**src/rtl/apb_master_bridge.sv**
```systemverilog
// APB initiator: one valid/ready command in, one SETUP->ACCESS transfer out, one response back.
// Optional ACCESS-phase timeout is enabled by defining APB_MST_TIMEOUT_EN.
module apb_master_bridge #(
    parameter int unsigned DATA_WD = 32,
    parameter int unsigned ADDR_WD = 16,
    parameter int unsigned TMO_CYC = 255
) (
    input  logic               PCLK,
    input  logic               PRESETn,

    input  logic               cmd_valid,
    output logic               cmd_ready,
    input  logic               cmd_write,
    input  logic [ADDR_WD-1:0] cmd_addr,
    input  logic [DATA_WD-1:0] cmd_wdata,
    input  logic [3:0]         cmd_strb,

    output logic               rsp_valid,
    input  logic               rsp_ready,
    output logic [DATA_WD-1:0] rsp_rdata,
    output logic [1:0]         rsp_err,

    output logic               PSEL,
    output logic               PENABLE,
    output logic               PWRITE,
    output logic [ADDR_WD-1:0] PADDR,
    output logic [DATA_WD-1:0] PWDATA,
    output logic [3:0]         PSTRB,
    input  logic [DATA_WD-1:0] PRDATA,
    input  logic               PREADY,
    input  logic [1:0]         PSLVERR
);

    typedef enum logic [1:0] {
        StIdle,
        StSetup,
        StAccess,
        StResp
    } state_e;

    state_e state_q, state_d;

    logic               psel_q, psel_d;
    logic               penable_q, penable_d;
    logic               pwrite_q, pwrite_d;
    logic [ADDR_WD-1:0] paddr_q, paddr_d;
    logic [DATA_WD-1:0] pwdata_q, pwdata_d;
    logic [3:0]         pstrb_q, pstrb_d;

    logic               rsp_valid_q, rsp_valid_d;
    logic [DATA_WD-1:0] rsp_rdata_q, rsp_rdata_d;
    logic [1:0]         rsp_err_q, rsp_err_d;

    logic               tmo_clr;
    logic               tmo_hit;

    if (TMO_CYC < 1) begin : g_tmo_cyc_invalid
        $error("apb_master_bridge: TMO_CYC must be at least 1");
    end

`ifdef APB_MST_TIMEOUT_EN
    localparam int unsigned TmoBits = ($clog2(TMO_CYC + 1) > 8) ? $clog2(TMO_CYC + 1) : 8;

    logic [TmoBits-1:0] tmo_cnt_q, tmo_cnt_d;

    // Counts ACCESS cycles without PREADY; the terminal count is the TMO_CYC-th such cycle.
    assign tmo_hit = (state_q == StAccess) && (tmo_cnt_q == TmoBits'(TMO_CYC - 1));

    always_comb begin
        tmo_cnt_d = tmo_cnt_q;
        if (tmo_clr) begin
            tmo_cnt_d = '0;
        end else if ((state_q == StAccess) && !PREADY && !tmo_hit) begin
            tmo_cnt_d = tmo_cnt_q + 1'b1;
        end
    end

    always_ff @(posedge PCLK or negedge PRESETn) begin
        if (!PRESETn) begin
            tmo_cnt_q <= '0;
        end else begin
            tmo_cnt_q <= tmo_cnt_d;
        end
    end
`else
    assign tmo_hit = 1'b0;
`endif

    assign cmd_ready = (state_q == StIdle);

    always_comb begin
        state_d     = state_q;
        psel_d      = psel_q;
        penable_d   = penable_q;
        pwrite_d    = pwrite_q;
        paddr_d     = paddr_q;
        pwdata_d    = pwdata_q;
        pstrb_d     = pstrb_q;
        rsp_valid_d = rsp_valid_q;
        rsp_rdata_d = rsp_rdata_q;
        rsp_err_d   = rsp_err_q;
        tmo_clr     = 1'b0;

        unique case (state_q)
            StIdle: begin
                psel_d    = 1'b0;
                penable_d = 1'b0;
                if (cmd_valid) begin
                    pwrite_d  = cmd_write;
                    paddr_d   = cmd_addr;
                    pwdata_d  = cmd_wdata;
                    pstrb_d   = cmd_write ? cmd_strb : 4'h0;
                    psel_d    = 1'b1;
                    state_d   = StSetup;
                end
            end

            StSetup: begin
                penable_d = 1'b1;
                tmo_clr   = 1'b1;
                state_d   = StAccess;
            end

            StAccess: begin
                // PREADY on the terminal timeout cycle still completes the transfer normally.
                if (PREADY) begin
                    rsp_rdata_d = pwrite_q ? '0 : PRDATA;
                    rsp_err_d   = PSLVERR;
                    psel_d      = 1'b0;
                    penable_d   = 1'b0;
                    rsp_valid_d = 1'b1;
                    state_d     = StResp;
                end else if (tmo_hit) begin
                    rsp_rdata_d = '0;
                    rsp_err_d   = 2'b11;
                    psel_d      = 1'b0;
                    penable_d   = 1'b0;
                    rsp_valid_d = 1'b1;
                    state_d     = StResp;
                end
            end

            StResp: begin
                if (rsp_ready) begin
                    rsp_valid_d = 1'b0;
                    state_d     = StIdle;
                end
            end

            default: begin
                state_d = StIdle;
            end
        endcase
    end

    always_ff @(posedge PCLK or negedge PRESETn) begin
        if (!PRESETn) begin
            state_q     <= StIdle;
            psel_q      <= 1'b0;
            penable_q   <= 1'b0;
            pwrite_q    <= 1'b0;
            paddr_q     <= '0;
            pwdata_q    <= '0;
            pstrb_q     <= 4'h0;
            rsp_valid_q <= 1'b0;
            rsp_rdata_q <= '0;
            rsp_err_q   <= 2'b00;
        end else begin
            state_q     <= state_d;
            psel_q      <= psel_d;
            penable_q   <= penable_d;
            pwrite_q    <= pwrite_d;
            paddr_q     <= paddr_d;
            pwdata_q    <= pwdata_d;
            pstrb_q     <= pstrb_d;
            rsp_valid_q <= rsp_valid_d;
            rsp_rdata_q <= rsp_rdata_d;
            rsp_err_q   <= rsp_err_d;
        end
    end

    assign PSEL      = psel_q;
    assign PENABLE   = penable_q;
    assign PWRITE    = pwrite_q;
    assign PADDR     = paddr_q;
    assign PWDATA    = pwdata_q;
    assign PSTRB     = pstrb_q;
    assign rsp_valid = rsp_valid_q;
    assign rsp_rdata = rsp_rdata_q;
    assign rsp_err   = rsp_err_q;

endmodule
```
**config.mk**
```make
export PLATFORM = sky130hd
export DESIGN_NAME = apb_master_bridge
export DESIGN_NICKNAME = d
export VERILOG_FILES = /design/src/rtl/apb_master_bridge.sv
export SDC_FILE = /design/constraint.sdc
export NUM_CORES = 1
export LEC_CHECK = 0
export CAP_MARGIN = 20
export CORE_MARGIN = 2
export CORE_UTILIZATION = 42
export CTS_BUF_LIST = sky130_fd_sc_hd__clkbuf_2 sky130_fd_sc_hd__clkbuf_4 sky130_fd_sc_hd__clkbuf_8
export DETAILED_ROUTE_END_ITERATION = 16
export GPL_TIMING_DRIVEN = 0
export PLACE_DENSITY = 0.83
export SETUP_SLACK_MARGIN = 0.02
export SLEW_MARGIN = 20
export SYNTH_ARGS = -nofsm -noshare
export SYNTH_HDL_FRONTEND = slang
export SYNTH_SLANG_ARGS = --single-unit
```
**constraint.sdc**
```tcl
create_clock -name PCLK -period 1.8 [get_ports PCLK]
set_input_delay 0.36 -clock PCLK [delete_from_list [all_inputs] [get_ports PCLK]]
set_output_delay 0.36 -clock PCLK [all_outputs]
set_load 0.01 [all_outputs]
```
==> results of run 1 <==
-- metrics by stage --
step | cells | instance area (sq um) | worst slack, ns | hold WS, ns
floorplan | 292 | 3700 | 0.170 | 0.0644
global placement | 582 | 5650 | -2.91 | 0.462
detailed placement | 583 | 5670 | -0.0570 | 0.455
CTS | 601 | 5890 | 0.0421 | 0.0545
global route | 601 | 5890 | 0.0593 | 0.0979
finish | 601 | 5890 | 0.105 | 0.0473
-- logic make-up (layout without fill, tap and decap cells) --
family,count (synthesis),after routing
adder cells (fa/ha/maj),6,6
buffers and inverters,20,221
flip-flops,92,92
AND/OR/NAND/NOR,78,78
AO/OA/AOI/OAI,41,41
multiplexers,55,55
-- timing repair --
| item | CTS | global route |
|---|---|---|
| gates resized for setup | 4 | 5 |
| buffers inserted | 2 | 0 |
| hold endpoints to repair | 0 | 0 |
| endpoints found under the setup margin | 9 | 10 |
-- flip-flops by register name, summed over array words and instances, names as in the netlist --
| register | count |
|---|---|
| PWRITE | 1 |
| PSEL | 1 |
| rsp_rdata | 32 |
| rsp_err | 2 |
| rsp_valid | 1 |
| PWDATA | 32 |
| PENABLE | 1 |
| PSTRB | 4 |
| PADDR | 16 |
| state_q | 2 |
-- power breakdown --
| part | internal (uW) | switching [uW] | leakage (uW) |
|---|---|---|---|
| Combinational | 2870 | 1870 | 0.00131 |
| Sequential | 3070 | 515 | 0.00112 |
| Clock | 679 | 725 | 0.0000930 |
-- cell usage in the layout, fill, tap and decap left out, types with 4 or more instances in the layout --
cell type        count
clkdlybuf4s50_1    180
dfrtp_1             91
mux2_2              53
nand2_1             42
o21ai_0             38
nand2b_1            32
clkbuf_8             9
buf_2                6
clkbuf_1             5
ha_1                 5
buf_6                4
-- layout make-up --
class | instances | area, sq um
plain buffers | 16 | 98.8
repair buffers | 185 | 1850
well taps | 108 | 135
clock buffers | 11 | 139
fillers | 652 | 2740
multi-input cells | 180 | 1290
inverters | 4 | 15.0
clock inverters | 5 | 61.3
flip-flops and latches | 92 | 2300
-- per-layer routing --
| layer | vias up | wire length [um] | track usage, % |
|---|---|---|---|
| li1 | 1368 | - | - |
| met1 | 1412 | 3660 | 23.1 |
| met2 | 105 | 4760 | 33.9 |
| met3 | 15 | 550 | 4.87 |
| met4 | 0 | 172 | 7.59 |
| met5 | - | 0 | 0 |
-- path summary, 6_finish.rpt --
kind / start / endpoint / depth (start not counted)
min in group PCLK: rsp_rdata[29]$_DFFE_PN0P_ / rsp_rdata[29]$_DFFE_PN0P_ / 2
hold reg to reg: rsp_rdata[29]$_DFFE_PN0P_ / rsp_rdata[29]$_DFFE_PN0P_ / 2
hold / removal: PRESETn / PWDATA[12]$_DFFE_PN0P_ / 1
setup reg to reg: state_q[1]$_DFFE_PN0P_ / state_q[1]$_DFFE_PN0P_ / 5
setup / recovery: PWRITE$_DFFE_PN0P_ / PWRITE / 1
max in group asynchronous: PRESETn / state_q[0]$_DFFE_PN0P_ / 2
==> insert_results.sql, run 1 <==
INSERT INTO impl_metrics (metric_group, metric, value, unit) VALUES
('outcome', 'outcome', 'finished clean', ''),
('worst_setup_path', 'crit_required', '1.44', 'ns'),
('placement', 'place.gp.congestion', '0.751', ''),
('die', 'start_util', '42.8', '%'),
('logic_synthesis', 'yosysMostFrequentCell', 'dfrtp_1', ''),
('power', 'max-vdd-ir-drop', '0.830', 'mV'),
('die', 'design.die.area', '9570', 'sq um'),
('global_route', 'grt_pass1_vias', '3058', ''),
('routing', 'routed-via-count', '2900', ''),
('logic_synthesis', 'synth_common_cells', 'dfrtp_1, mux2_2, nand2_1, o21ai_0, nand2b_1', ''),
('die', 'rows', '34', ''),
('timing', 'report.final.setup_viol', '0', ''),
('die', 'boundaryPins', '183', ''),
('clock_tree', 'htree_num_levels', '3', ''),
('logic_synthesis', 'synth_seq_cells', '92', ''),
('logic_synthesis', 'dominant_combinational_cell_family_by_area_after_synthesis', 'multiplexers', ''),
('timing', 'worst_slew_margin_rel', '52.1', '%'),
('logic_synthesis', 'syn-cell-area', '3700', 'sq um'),
('routing', 'avgRoutedWirePerCell', '15.2', 'um'),
('routing', 'post-route-drc-count', '0', ''),
('worst_setup_path', 'critPathSlowestCell', 'clkdlybuf4s50_1', ''),
('timing', 'timing.setup.tns', '0', 'ns'),
('clock_tree', 'clock_sinks', '92', ''),
('die', 'die_h', '97.8', 'um'),
('global_route', 'first_pass_grt_wire_length', '14800', 'um'),
('timing', 'timing.clock.skew', '0.0102', 'ns'),
('die', 'placeable_core_area', '8640', 'sq um'),
('logic_synthesis', 'area_fraction_in_and_or_nand_and_nor_cells_after_synthesis', '10.2', '%'),
('die', 'fp.dieW', '97.8', 'um'),
('power', 'cell_leakage_power', '0.00252', 'uW'),
('global_route', 'maximum_number_of_pins_on_one_net_before_global_route_repair', '58', ''),
('logic_synthesis', 'synth_flop_cell', 'dfrtp_1', ''),
('clock_tree', 'clk_root_buffer_cell', 'clkbuf_8', ''),
('routing', 'first_pass_iters', '4', ''),
('worst_setup_path', 'critical_path_class', 'flop to output port', ''),
('layout', 'final_core_util', '68.2', '%'),
('logic_synthesis', 'synth.yosys.warnings', '0', ''),
('global_route', 'grt_use_total', '19.4', '%'),
('global_route', 'grt.overflow.total', '0', ''),
('timing', 'final_hold_viol_count', '0', ''),
('clock_tree', 'cts_buffer_depth', '2', ''),
('logic_synthesis', 'yosys.area_share.adder', '2.03', '%'),
('logic_synthesis', 'synth_xor_xnor_area_share', '0', '%'),
('placement', 'buffer_ports.inserted', '182', ''),
('layout', 'design.final.nets', '586', ''),
('logic_synthesis', 'post_synth_mux_area_share', '16.7', '%'),
('timing', 'worst-slew-pin-transition', '0.719', 'ns'),
('timing', 'drv_slew', '0', ''),
('logic_synthesis', 'post_synth_main_area_contributors', 'dfrtp_1, mux2_2, nand2b_1, o21ai_0, nand2_1', ''),
('layout', 'antenna-diode-count', '0', ''),
('worst_hold_path', 'worstHoldPathType', 'primary input to async pin', ''),
('clock_tree', 'clk_pin_slew_worst_paths', '0.09', 'ns'),
('logic_synthesis', 'synth_edf_count', '0', ''),
('logic_synthesis', 'seq_area_frac_synth', '62.3', '%'),
('worst_setup_path', 'crit_end_category', 'output port', ''),
('logic_synthesis', 'synth_async_reset_ratio', '100', '%'),
('logic_synthesis', 'synth_top_area_share', '62.3', '%'),
('placement', 'dp_hpwl', '6970', 'um'),
('timing', 'period_share', '94.2', '%'),
('power', 'total_power', '9730', 'uW'),
('clock_tree', 'insertion_delay', '0.35', 'ns'),
('timing', 'grt_setup_unrepaired', 'false', ''),
('global_route', 'grt_antenna_before_repair', '0', ''),
('worst_setup_path', 'critical_path_peak_fanout', '7', ''),
('logic_synthesis', 'synth_cell_type_count', '16', ''),
('worst_setup_path', 'cp_num_buf_inv', '1', ''),
('timing', 'min_period', '1.70', 'ns'),
('clock_tree', 'tritoncts_buffer_count', '9', ''),
('logic_synthesis', 'cell_taking_the_most_area_after_synthesis', 'dfrtp_1', ''),
('worst_setup_path', 'max_stage_delay', '0.55', 'ns'),
('worst_setup_path', 'critical_path.startpoint_type', 'flop', '');
Power figures use the tool's default switching activity.
==> run 2, diff against run 1 <==
- GPL_TIMING_DRIVEN: 0 -> 1
- REMOVE_ABC_BUFFERS: unset -> 1
==> insert_results.sql, run 2 (same netlist as run 1, synthesis figures left out) <==
INSERT INTO impl_metrics (metric_group, metric, value, unit) VALUES
('routing', 'first_pass_iters', '4', ''),
('clock_tree', 'postCtsHoldBufs', '0', ''),
('timing', 'min_period', '1.68', 'ns'),
('die', 'die_h', '97.8', 'um'),
('timing', 'report.final.setup_viol', '0', ''),
('power', 'max-vdd-ir-drop', '0.683', 'mV'),
('worst_setup_path', 'critical_path.startpoint_type', 'flop', ''),
('placement', 'place_worst_setup_slack', '-0.0318', 'ns'),
('timing', 'worst_slack', '0.123', 'ns'),
('clock_tree', 'clk_pin_slew_worst_paths', '0.10', 'ns'),
('layout', 'layout_cell_share_with_drive_strength_beyond_1', '18.1', '%'),
('layout', 'most_common_library_cell_in_the_layout_ignoring_fill_and_taps', 'clkdlybuf4s50_1', ''),
('layout', 'area.growth.synth_to_final', '60.1', '%'),
('timing', 'grt_setup_unrepaired', 'false', ''),
('power', 'cellPowerDensity', '1650', 'nW/um^2'),
('die', 'design.die.area', '9570', 'sq um'),
('global_route', 'grt_antenna_before_repair', '0', ''),
('layout', 'antenna-diode-count', '0', ''),
('clock_tree', 'cts_tree', 'done', ''),
('routing', 'routed-via-count', '2762', ''),
('routing', 'drtIter0Drc', '54', ''),
('worst_hold_path', 'worstHoldPathType', 'primary input to async pin', ''),
('power', 'cell_leakage_power', '0.00255', 'uW'),
('power', 'combinational_power_share', '48.8', '%'),
('clock_tree', 'clock_sinks', '92', ''),
('routing', 'post-route-drc-count', '0', ''),
('layout', 'final_cells', '595', ''),
('die', 'rows', '34', ''),
('timing', 'clock.fmax', '596', 'MHz'),
('placement', 'dp_hpwl', '6520', 'um'),
('worst_setup_path', 'crit_end_category', 'output port', ''),
('die', 'boundaryPins', '183', ''),
('worst_setup_path', 'worst-endpoint-arrival', '1.32', 'ns'),
('clock_tree', 'htree_num_levels', '3', ''),
('layout', 'final_cell_mix', 'clkdlybuf4s50_1, dfrtp_1, mux2_2', ''),
('die', 'start_util', '42.8', '%'),
('global_route', 'grt_pass1_vias', '2906', ''),
('global_route', 'grt.overflow.total', '0', ''),
('timing', 'timing.clock.skew', '0.00869', 'ns'),
('routing', 'avgRoutedWirePerCell', '15.0', 'um'),
('global_route', 'grt_use_total', '18.9', '%'),
('power', 'clock_power_share', '14.6', '%'),
('placement', 'buffer_ports.inserted', '182', ''),
('timing', 'final_hold_viol_count', '0', ''),
('clock_tree', 'clk_root_buffer_cell', 'clkbuf_8', ''),
('die', 'fp.dieW', '97.8', 'um'),
('worst_setup_path', 'critical_path_class', 'flop to output port', ''),
('power', 'total_power', '9790', 'uW'),
('global_route', 'maximum_number_of_pins_on_one_net_before_global_route_repair', '93', ''),
('placement', 'place.gp.congestion', '0.724', ''),
('timing', 'finalHoldWorstSlack', '0.0455', 'ns'),
('flow_run', 'maxCapViolCount', '0', ''),
('power', 'p_sw_share', '31.9', '%'),
('timing', 'timing.setup.tns', '0', 'ns'),
('global_route', 'first_pass_grt_wire_length', '14600', 'um'),
('timing', 'worst_slew_margin_rel', '67.5', '%'),
('timing', 'worst-slew-pin-transition', '0.488', 'ns'),
('routing', 'drt_wl_total', '8920', 'um'),
('timing', 'period_share', '93.2', '%'),
('worst_setup_path', 'crit_required', '1.44', 'ns'),
('outcome', 'outcome', 'finished clean', ''),
('worst_setup_path', 'critical_path_peak_fanout', '5', ''),
('layout', 'design.final.nets', '580', ''),
('power', 'internal_power', '6670', 'uW'),
('routing', 'via_density_per_instance', '4.64', ''),
('placement', 'numPlacedInstances', '577', ''),
('timing', 'drv_slew', '0', ''),
('worst_setup_path', 'worstRegToRegCells', '6', ''),
('clock_tree', 'insertion_delay', '0.35', 'ns'),
('clock_tree', 'tritoncts_buffer_count', '9', ''),
('routing', 'antenna_left', '0', ''),
('die', 'placeable_core_area', '8640', 'sq um'),
('power', 'p_switching', '3120', 'uW'),
('power', 'power.sequential.fraction', '36.5', '%'),
('clock_tree', 'cts_buffer_depth', '2', '');
run 2: final timing paths:
kind	endpoint	start	slack, ns
max in group asynchronous	PADDR[1]$_DFFE_PN0P_	PRESETn	1.38
max reg2reg	state_q[1]$_DFFE_PN0P_	state_q[1]$_DFFE_PN0P_	0.16
max	cmd_ready	state_q[0]$_DFFE_PN0P_	0.12
min reg2reg	rsp_rdata[14]$_DFFE_PN0P_	rsp_rdata[14]$_DFFE_PN0P_	0.49
min in group PCLK	rsp_rdata[14]$_DFFE_PN0P_	rsp_rdata[14]$_DFFE_PN0P_	0.49
min	rsp_rdata[31]$_DFFE_PN0P_	PRESETn	0.05
run 2: power by group through the flow:
| stage | Combinational, uW | Sequential, uW | Clock (uW) |
|---|---|---|---|
| after floorplan | 1500 | 4090 | 0 |
| after global placement | 4610 | 3580 | 0 |
| after detailed placement | 4760 | 3630 | 0 |
| after CTS | 4820 | 3580 | 1480 |
| after global routing | 5150 | 3710 | 1570 |
| final | 4780 | 3570 | 1430 |
run 2: cell type report:
| class | count | area (sq um) |
|---|---|---|
| inverters | 4 | 15.0 |
| multi-input cells | 180 | 1310 |
| clock buffers | 10 | 138 |
| repair buffers | 195 | 1950 |
| clock inverters | 6 | 68.8 |
| well taps | 108 | 135 |
| fillers | 640 | 2720 |
| flip-flops and latches | 92 | 2300 |
run 2: repair_timing:
item	in CTS	in global routing
setup buffers	1	1
endpoints found under the setup margin	1	2
gates resized for setup	3	2
run 2: metrics by stage:
step / util, % / instance area (sq um)
finish: 68.5 / 5920
global route: 68.5 / 5920
CTS: 68.4 / 5900
detailed placement: 65.8 / 5680
global placement: 65.8 / 5680
floorplan: - / 3600
run 2: critical path, cell delays in order, from the launching register on:
cell           delay (ns)
dfrtp_1              0.41
inv_2                0.11
ha_4                 0.18
dlygate4sd2_1        0.28
run 2: layer usage:
metal	routed length [um]	global-route usage (%)	share of wire [%]	vias up
li1	-	-	-	1346
met1	3610	23.6	40	1302
met2	4600	32.2	52	107
met3	624	5.15	7.0	7
met4	86	5.98	0.96	0
met5	0	0	0	-
